==> config.mk <==
export PLATFORM = sky130hd
export DESIGN_NAME = ppu_layer_fetch
export DESIGN_NICKNAME = d
export VERILOG_FILES = /design/src/rtl/ppu_layer_fetch.sv
export SDC_FILE = /design/constraint.sdc
export NUM_CORES = 1
export LEC_CHECK = 0
export CAP_MARGIN = 20
export CORE_MARGIN = 2
export CORE_UTILIZATION = 38
export CTS_CLUSTER_DIAMETER = 100
export DETAILED_ROUTE_END_ITERATION = 10
export PLACE_DENSITY = 0.71
export SLEW_MARGIN = 10
export SYNTH_ARGS = -nofsm -noshare
export SYNTH_HDL_FRONTEND = slang
export SYNTH_SLANG_ARGS = --single-unit
==> constraint.sdc <==
create_clock -name clk -period 1.8 [get_ports clk]
set_input_delay 0.27 -clock clk [delete_from_list [all_inputs] [get_ports clk]]
set_output_delay 0.27 -clock clk [all_outputs]
set_load 0.1 [all_outputs]
==> src/rtl/ppu_layer_fetch.sv <==
// ppu_layer_fetch: scanline tile fetcher for one PPU layer (BG or FG).
// On a start pulse it reads Tile RAM and Pattern RAM and writes LB_PIXELS decoded pixels,
// one per cycle, into a scanline line buffer.
//
// Ports:
//   clk, rst_n                  clock, synchronous active-low reset
//   i_start                     1-cycle pulse, sampled only while idle
//   i_layer/i_row/i_scroll_*    fetch parameters, latched at start
//   o_tile_rd/o_tile_addr       Tile RAM request; i_tile_rdata valid the following cycle
//   o_pat_rd/o_pat_addr         Pattern RAM request; i_pat_rdata valid the following cycle
//   o_lb_we/o_lb_addr/o_lb_data line-buffer write port ({palette, color})
//   o_busy, o_done              fetch in progress; 1-cycle completion pulse
//
// Configuration macro: PPU_FETCH_SKIP_TRANSP_EN -- when defined, pixels with color 0 do not
// assert o_lb_we (address and timing are unchanged), so FG can overlay BG in the same buffer.
// Only RD_LATENCY == 1 is supported.
module ppu_layer_fetch #(
  parameter int unsigned LB_PIXELS  = 320,
  parameter int unsigned RD_LATENCY = 1
) (
  input  logic        clk,
  input  logic        rst_n,
  input  logic        i_start,
  input  logic        i_layer,
  input  logic [7:0]  i_row,
  input  logic [8:0]  i_scroll_x,
  input  logic [8:0]  i_scroll_y,
  output logic        o_tile_rd,
  output logic [12:0] o_tile_addr,
  input  logic [15:0] i_tile_rdata,
  output logic        o_pat_rd,
  output logic [11:0] o_pat_addr,
  input  logic [63:0] i_pat_rdata,
  output logic        o_lb_we,
  output logic [8:0]  o_lb_addr,
  output logic [7:0]  o_lb_data,
  output logic        o_busy,
  output logic        o_done
);

  if (RD_LATENCY != 1) begin : g_rd_latency_check
    $error("ppu_layer_fetch supports only RD_LATENCY == 1");
  end

  localparam logic [8:0] LastPix = 9'(LB_PIXELS - 1);

  typedef enum logic [2:0] {StIdle, StTRd, StTCap, StPRd, StPCap, StEmit, StFin} state_e;

  state_e      state_q, state_d;
  logic [12:0] tile_addr_q, tile_addr_d;  // {layer, ty, tx}; layer/ty reused for later tiles
  logic [11:0] pat_addr_q, pat_addr_d;
  logic [8:0]  lb_addr_q, lb_addr_d;
  logic [5:0]  tx_q, tx_d;                // column of the next tile to request
  logic [2:0]  fy_q, fy_d;
  logic [2:0]  px_q, px_d;                // pixel slot within the current tile
  logic [3:0]  pal_q, pal_d;
  logic        xflip_q, xflip_d;
  logic        prow_odd_q, prow_odd_d;    // selects upper 32 bits of the pattern word
  logic [31:0] row_q, row_d;

  logic [8:0]  y_start;
  logic [2:0]  prow;
  logic [2:0]  src_px;
  logic [3:0]  color;
  logic        emit;

  assign y_start = {1'b0, i_row} + i_scroll_y;
  // 7 - fy is the bitwise inverse for a 3-bit row index
  assign prow    = i_tile_rdata[1] ? ~fy_q : fy_q;
  assign src_px  = xflip_q ? ~px_q : px_q;
  assign color   = row_q[{src_px, 2'b00} +: 4];
  assign emit    = (state_q == StEmit);

  always_comb begin
    state_d     = state_q;
    tile_addr_d = tile_addr_q;
    pat_addr_d  = pat_addr_q;
    lb_addr_d   = lb_addr_q;
    tx_d        = tx_q;
    fy_d        = fy_q;
    px_d        = px_q;
    pal_d       = pal_q;
    xflip_d     = xflip_q;
    prow_odd_d  = prow_odd_q;
    row_d       = row_q;
    unique case (state_q)
      StIdle: begin
        if (i_start) begin
          state_d     = StTRd;
          tile_addr_d = {i_layer, y_start[8:3], i_scroll_x[8:3]};
          tx_d        = i_scroll_x[8:3] + 6'd1;
          fy_d        = y_start[2:0];
          px_d        = i_scroll_x[2:0];  // first tile starts at the fine X offset
          lb_addr_d   = '0;
        end
      end
      StTRd: state_d = StTCap;
      StTCap: begin
        pal_d      = i_tile_rdata[5:2];
        xflip_d    = i_tile_rdata[0];
        prow_odd_d = prow[0];
        pat_addr_d = {i_tile_rdata[15:6], prow[2:1]};
        state_d    = StPRd;
      end
      StPRd: state_d = StPCap;
      StPCap: begin
        row_d   = prow_odd_q ? i_pat_rdata[63:32] : i_pat_rdata[31:0];
        state_d = StEmit;
      end
      StEmit: begin
        px_d = px_q + 3'd1;  // wraps 7 -> 0 for the next tile
        if (lb_addr_q == LastPix) begin
          state_d = StFin;   // may stop mid-tile; address holds at the last pixel
        end else begin
          lb_addr_d = lb_addr_q + 9'd1;
          if (px_q == 3'd7) begin
            state_d     = StTRd;
            tile_addr_d = {tile_addr_q[12:6], tx_q};
            tx_d        = tx_q + 6'd1;
          end
        end
      end
      StFin:   state_d = StIdle;
      default: state_d = StIdle;
    endcase
  end

  always_ff @(posedge clk) begin
    if (!rst_n) begin
      state_q     <= StIdle;
      tile_addr_q <= '0;
      pat_addr_q  <= '0;
      lb_addr_q   <= '0;
      tx_q        <= '0;
      fy_q        <= '0;
      px_q        <= '0;
      pal_q       <= '0;
      xflip_q     <= 1'b0;
      prow_odd_q  <= 1'b0;
      row_q       <= '0;
    end else begin
      state_q     <= state_d;
      tile_addr_q <= tile_addr_d;
      pat_addr_q  <= pat_addr_d;
      lb_addr_q   <= lb_addr_d;
      tx_q        <= tx_d;
      fy_q        <= fy_d;
      px_q        <= px_d;
      pal_q       <= pal_d;
      xflip_q     <= xflip_d;
      prow_odd_q  <= prow_odd_d;
      row_q       <= row_d;
    end
  end

  assign o_tile_rd   = (state_q == StTRd);
  assign o_tile_addr = tile_addr_q;
  assign o_pat_rd    = (state_q == StPRd);
  assign o_pat_addr  = pat_addr_q;
  assign o_lb_addr   = lb_addr_q;
  assign o_lb_data   = {pal_q, color};
  assign o_busy      = (state_q != StIdle) && (state_q != StFin);
  assign o_done      = (state_q == StFin);

`ifdef PPU_FETCH_SKIP_TRANSP_EN
  assign o_lb_we = emit && (color != 4'd0);
`else
  assign o_lb_we = emit;
`endif

endmodule

## Word-level counts from Yosys, hierarchy flattened

Cells that the tools add are included.

| word-level totals | value |
|---|---|
| bits in read-only memories | 0 |
| memories kept | 0 |
| input bits | 110 |
| register bits | 87 |
| output and inout bits | 47 |
| latch bits | 0 |
| memory bits (writable) | 0 |
| word-level logic and storage cells | 64 |

| operators by class | value |
|---|---|
| shift operators | 1 |
| multiplexer cells | 20 |
| $add $sub $neg | 5 |
| reduce and logical (&&, ||, !) cells | 10 |
| equality and inequality tests | 13 |
| multiply operators | 0 |
| bitwise operators | 3 |
| magnitude comparators | 0 |
| div/mod/pow operators | 0 |

Operators by type and width:

| cell | number |
|---|---|
| two-way mux 32 bit | 1 |
| indexed part select 32 x 6 -> 4 bit | 1 |
| two-way mux 6 bit | 5 |
| one-hot mux 13 bit (2 select lines) | 1 |
| two-way mux 3 bit | 6 |
| two-way mux 9 bit | 2 |
| one-hot mux 3 bit (6 select lines) | 1 |
| one-hot mux 9 bit (2 select lines) | 1 |
| two-way mux 13 bit | 1 |
| adder 6 x 1 -> 6 bit, second input constant | 2 |
| equality test 3 bit, second input constant | 4 |
| one-hot mux 6 bit (2 select lines) | 1 |
| adder 8 x 9 -> 9 bit | 1 |
| adder 9 x 1 -> 9 bit, second input constant | 1 |
| equality test 9 bit, second input constant | 1 |
| equality test 3 x 2 -> 1 bit, second input constant | 2 |
| inverter 3 bit | 2 |
| one-hot mux 3 bit (2 select lines) | 1 |
| AND reduction 2 bit | 3 |
| AND reduction 3 bit | 2 |
| != test 2 bit, second input constant | 2 |
| AND reduction 4 bit | 1 |
| adder 3 x 1 -> 3 bit, second input constant | 1 |
| equality test 3 x 1 -> 1 bit, second input constant | 1 |
| other kinds (8) | 8 |

## Longest topological paths before layout

| depth | value |
|---|---|
| word-level depth | 4 |
| gate-level depth with buffers | 8 |

## Least setup slack after synthesis

No wires, ideal clock.

| timing | value |
|---|---|
| path type | flip-flop to flip-flop |
| start | reg state_q[1] |
| end | reg lb_addr_q[6], in the netlist o_lb_addr[6] |
| data arrival time | 2.353 ns |
| clock period less this slack | 2.439 ns |
| path slack | -0.639 ns |
| stages on the path, launching flop included | 7 |
| required time | 1.714 ns |
| path through | dfxtp_1 > nand3b_2 > inv_1 > buf_1 > nand3_1 > xor2_1 > a211oi_1 |

| between the ends | value |
|---|---|
| longest elaborated chain between the ends | 3 |

RTL lines:

| what | RTL line | RTL |
|---|---|---|
| start, declared | 49 | `state_e state_q, state_d;` |
| start signal, assigned | 130 | `state_q <= StIdle;` |
| start signal, assigned | 142 | `state_q <= state_d;` |
| equality test 3 bit * | - |  |
| via o_lb_we | 34 | `output logic o_lb_we,` |
| != test 2 bit (no line) or nonzero test 2 bit (tied branches) | - |  |
| AND reduction 3 bit (no line) | - |  |
| end signal, assigned | 145 | `lb_addr_q <= lb_addr_d;` |
| end, declared | 52 | `logic [8:0] lb_addr_q, lb_addr_d;` |

The timed path passes the listed nets; every way through them passes the cells marked *.
A chain may end at the register's enable or synchronous reset.

## Worst setup path after layout

| timing | value |
|---|---|
| start | reg xflip_q |
| end | out o_lb_data[0] |

| between the ends | value |
|---|---|
| longest elaborated chain between the ends | 2 |

RTL lines:

| what | RTL line | RTL |
|---|---|---|
| start, declared | 57 | `logic xflip_q, xflip_d;` |
| start signal, assigned | 150 | `xflip_q <= xflip_d;` |
| two-way mux 3 bit | 70 | `assign src_px = xflip_q ? ~px_q : px_q;` |
| indexed part select 32 x 6 -> 4 bit | 71 | `assign color = row_q[{src_px, 2'b00} +: 4];` |
| end, declared | 36 | `output logic [7:0] o_lb_data,` |

No other way between the ends.

==> results.tsv <==
metric	value	unit
outcome	finished, violations left	
violations	negative setup slack	
ys_warn_count	0	
min_path_cells	4	
synth.area.top_cells	dfxtp_1, mux2i_1, a211oi_1, nor2_1, nand2_1	
async_reset_ff_share	0	%
n_fill_cell	989	
placed_cells	867	
maxCapViolations	0	
die_h	114.5	um
vias	4739	
cts-buffers-inserted	9	
critPathArrivalTime	1.88	ns
met3_usage	5.664	%
period_minus_slack	2.151	ns
totalWireLength	13840	um
crit_type	register to output pin	
multi_input_area	2950	um^2
clk_pin_slew_worst_paths	0.06	ns
synth_edf_count	0	
regToRegSetupSlack	-0.10	ns
min_period_over_period	119.5	%
skew	0.005270	ns
use_met1	25.06	%
netlist_area	4643	um^2
place_area	6974	um^2
final_nets	862	
seq_area	1782	um^2
die_w	114.5	um
setup_viol	11	
antenna_found_initial	0	
hold_start	i_scroll_y[0]	
core-area	11960	um^2
grt_use_total	20.39	%
drt-pass1-iter-count	4	
ys_seq_area_share	37.51	%
r2r-end	tx_q[4]$_SDFFE_PN0P_	
clock_sinks	87	
worstPathRequired	1.53	ns
ios	157	
reg2reg_depth	8	
syn_inst	538	
grt_pass1_vias	4567	
cts-root-buf	clkbuf_16	
hold_path.class	input port to register	
drive_above_1_share	24.90	%
synth_top_area_share	37.51	%
syn_nets	661	
tns	-1.675	ns
slew_headroom	71.35	%
worstMarginPinSlew	0.4279	ns
dr.first_iter.drc_count	191	
h-tree-depth	3	
powerDensity	931.3	nW/um^2
syn_area_per_cell	8.630	um^2
row_count	40	
cp_max_fo	6	
dieArea	13120	um^2
hpwl	10180	um
cts_buffer_depth	2	
fmax	0.4649	GHz
drv_slew	0	
ys_ff_latch	87	
end_kind	output pin	
drt-wirelength-per-cell	15.56	um
holdBufCountCts	0	
hold_path_end	fy_q[0]$_SDFFE_PN0P_	
cp-start-kind	register	
via_per_inst	5.325	
synth_top_area_cell	dfxtp_1	
clk_latency	0.34	ns
ir_drop	0.0005035	V
tritoncts	built	
setup_slack	-0.3509	ns
place_ws	-0.4560	ns
grt_overflow	0	
port-buffer-count	156	
r2r-start	px_q[0]$_SDFFE_PN0P_	
postRouteAntennaNets	0	
final_cells	890	
synth_cell_types	60	
rsz0062_at_grt	yes	
final_hold_viol_count	0	
grt_use_met2	35.11	%
remaining_drc_errors	0	
place_congestion	0.8898	
grt_busiest_layer	met2	
antennaDiodeCount	0	
grt_max_degree	68	
stdcell_area	7500	um^2
synth_flop_cell	dfxtp_1	
initial_core_util	38.82	%
syn2layout_area_growth	61.52	%
p_leak	2.917	nW
grt_pass1_wl	21610	um
==> state kept, by name (all words and copies together) (netlist names), 4 cells and up <==
signal       count
tx_q             6
pal_q            4
o_tile_addr     13
row_q           32
o_lb_addr        9
o_pat_addr      12
==> cell type report <==
class                   instances  share of cell area, %
well taps                     147                  2.452
multi-input cells             411                  39.34
clock inverters                 2                 0.4671
flip-flops and latches         87                  23.76
clock buffers                  13                  3.770
inverters                       3                 0.2002
repair buffers                227                  30.01
==> cell usage after synthesis, types with 4 or more instances <==
library cell / count
dfxtp_1: 87
nor2_1: 61
nand2_1: 55
a211oi_1: 48
mux2i_1: 45
a21oi_1: 31
clkbuf_1: 29
nand3_1: 21
o21ai_0: 15
ha_1: 12
xnor2_1: 8
nor3_1: 7
a21o_1: 6
or3_1: 6
xor2_1: 6
and2_1: 5
and3_1: 5
mux2_2: 5
o211a_1: 5
o21a_1: 5
a221o_1: 4
==> cell families (layout without fill, tap and decap cells) <==
kind of cell | after synthesis | count (layout) | share of synthesized area [%]
simple gates | 184 | 184 | 18.92
compound gates | 150 | 150 | 22.72
flops | 87 | 87 | 37.51
mux | 50 | 50 | 10.91
buf+inv | 40 | 245 | 3.638
xor+xnor | 14 | 14 | 2.641
fa+ha+maj | 13 | 13 | 3.665
==> worst max-delay path by stage <==
stage | from | end | slack, ns | depth (start not counted)
6_report | xflip_q$_SDFFE_PN0P_ | o_lb_data[0] | -0.35 | 5
3_5_place_dp | i_row[0] | o_tile_addr[11]$_SDFFE_PN0P_ | -0.46 | 8
4_1_cts | xflip_q$_SDFFE_PN0P_ | o_lb_data[0] | -0.37 | 5
3_3_place_gp | i_row[0] | o_tile_addr[7]$_SDFFE_PN0P_ | -0.45 | 7
2_1_floorplan | xflip_q$_SDFFE_PN0P_ | o_lb_data[0] | -0.08 | 5
5_1_grt | xflip_q$_SDFFE_PN0P_ | o_lb_data[0] | -0.41 | 5
==> critical path: stages (launching register included) <==
cell and delay (ns):
dfxtp_4 0.37, and2_4 0.17, mux2_4 0.29, a221o_1 0.34
o32a_4 0.20, buf_12 0.17
==> where the power goes <==
| group | internal, mW | leakage [nW] | switching, mW |
|---|---|---|---|
| sequential | 2.09 | 0.717 | 0.131 |
| clock | 1.23 | 0.156 | 0.733 |
| combinational | 1.14 | 2.04 | 1.65 |
| total | 4.47 | 2.92 | 2.52 |
==> layout by cell type, fill, tap and decap left out, types with 4 or more instances in the layout <==
cell,instances
clkdlybuf4s50_1,107
and3_1,5
o211a_1,5
or3_1,6
buf_12,20
and2_1,5
nor2_1,59
a221o_1,4
clkbuf_16,11
dfxtp_1,71
buf_4,93
a21oi_1,29
nand3_1,21
a21o_1,6
ha_1,9
xor2_1,5
o21a_1,5
mux2_4,4
mux2i_1,45
nand2_1,54
buf_6,5
a211oi_1,46
nor3_1,7
o21ai_0,14
dfxtp_4,8
dfxtp_2,8
xnor2_1,7
==> through the flow <==
stage	util [%]	hold slack (ns)	total power [mW]
after detailed placement	58.31	0.4494	4.994
final	62.70	0.3996	6.984
after CTS	62.03	0.4574	7.021
after global placement	58.31	0.4436	4.935
after global routing	62.70	0.4145	7.290
after floorplan	-	0.3984	3.996
==> metal layers <==
layer | wire length [um] | up-vias
met2 | 6777 | 126
li1 | - | 2390
met1 | 6034 | 2208
met3 | 885 | 15
met4 | 147 | 0
met5 | 0 | -
==> what timing repair did <==
item | in CTS | in global routing
pin swaps | 12 | 16
setup endpoints to repair | 14 | 19
buffers inserted | 5 | 2
hold endpoints to repair | 0 | 0
resized for setup | 21 | 17
cloned | 1 | 0
No activity file was read; power rests on OpenSTA's default activity.
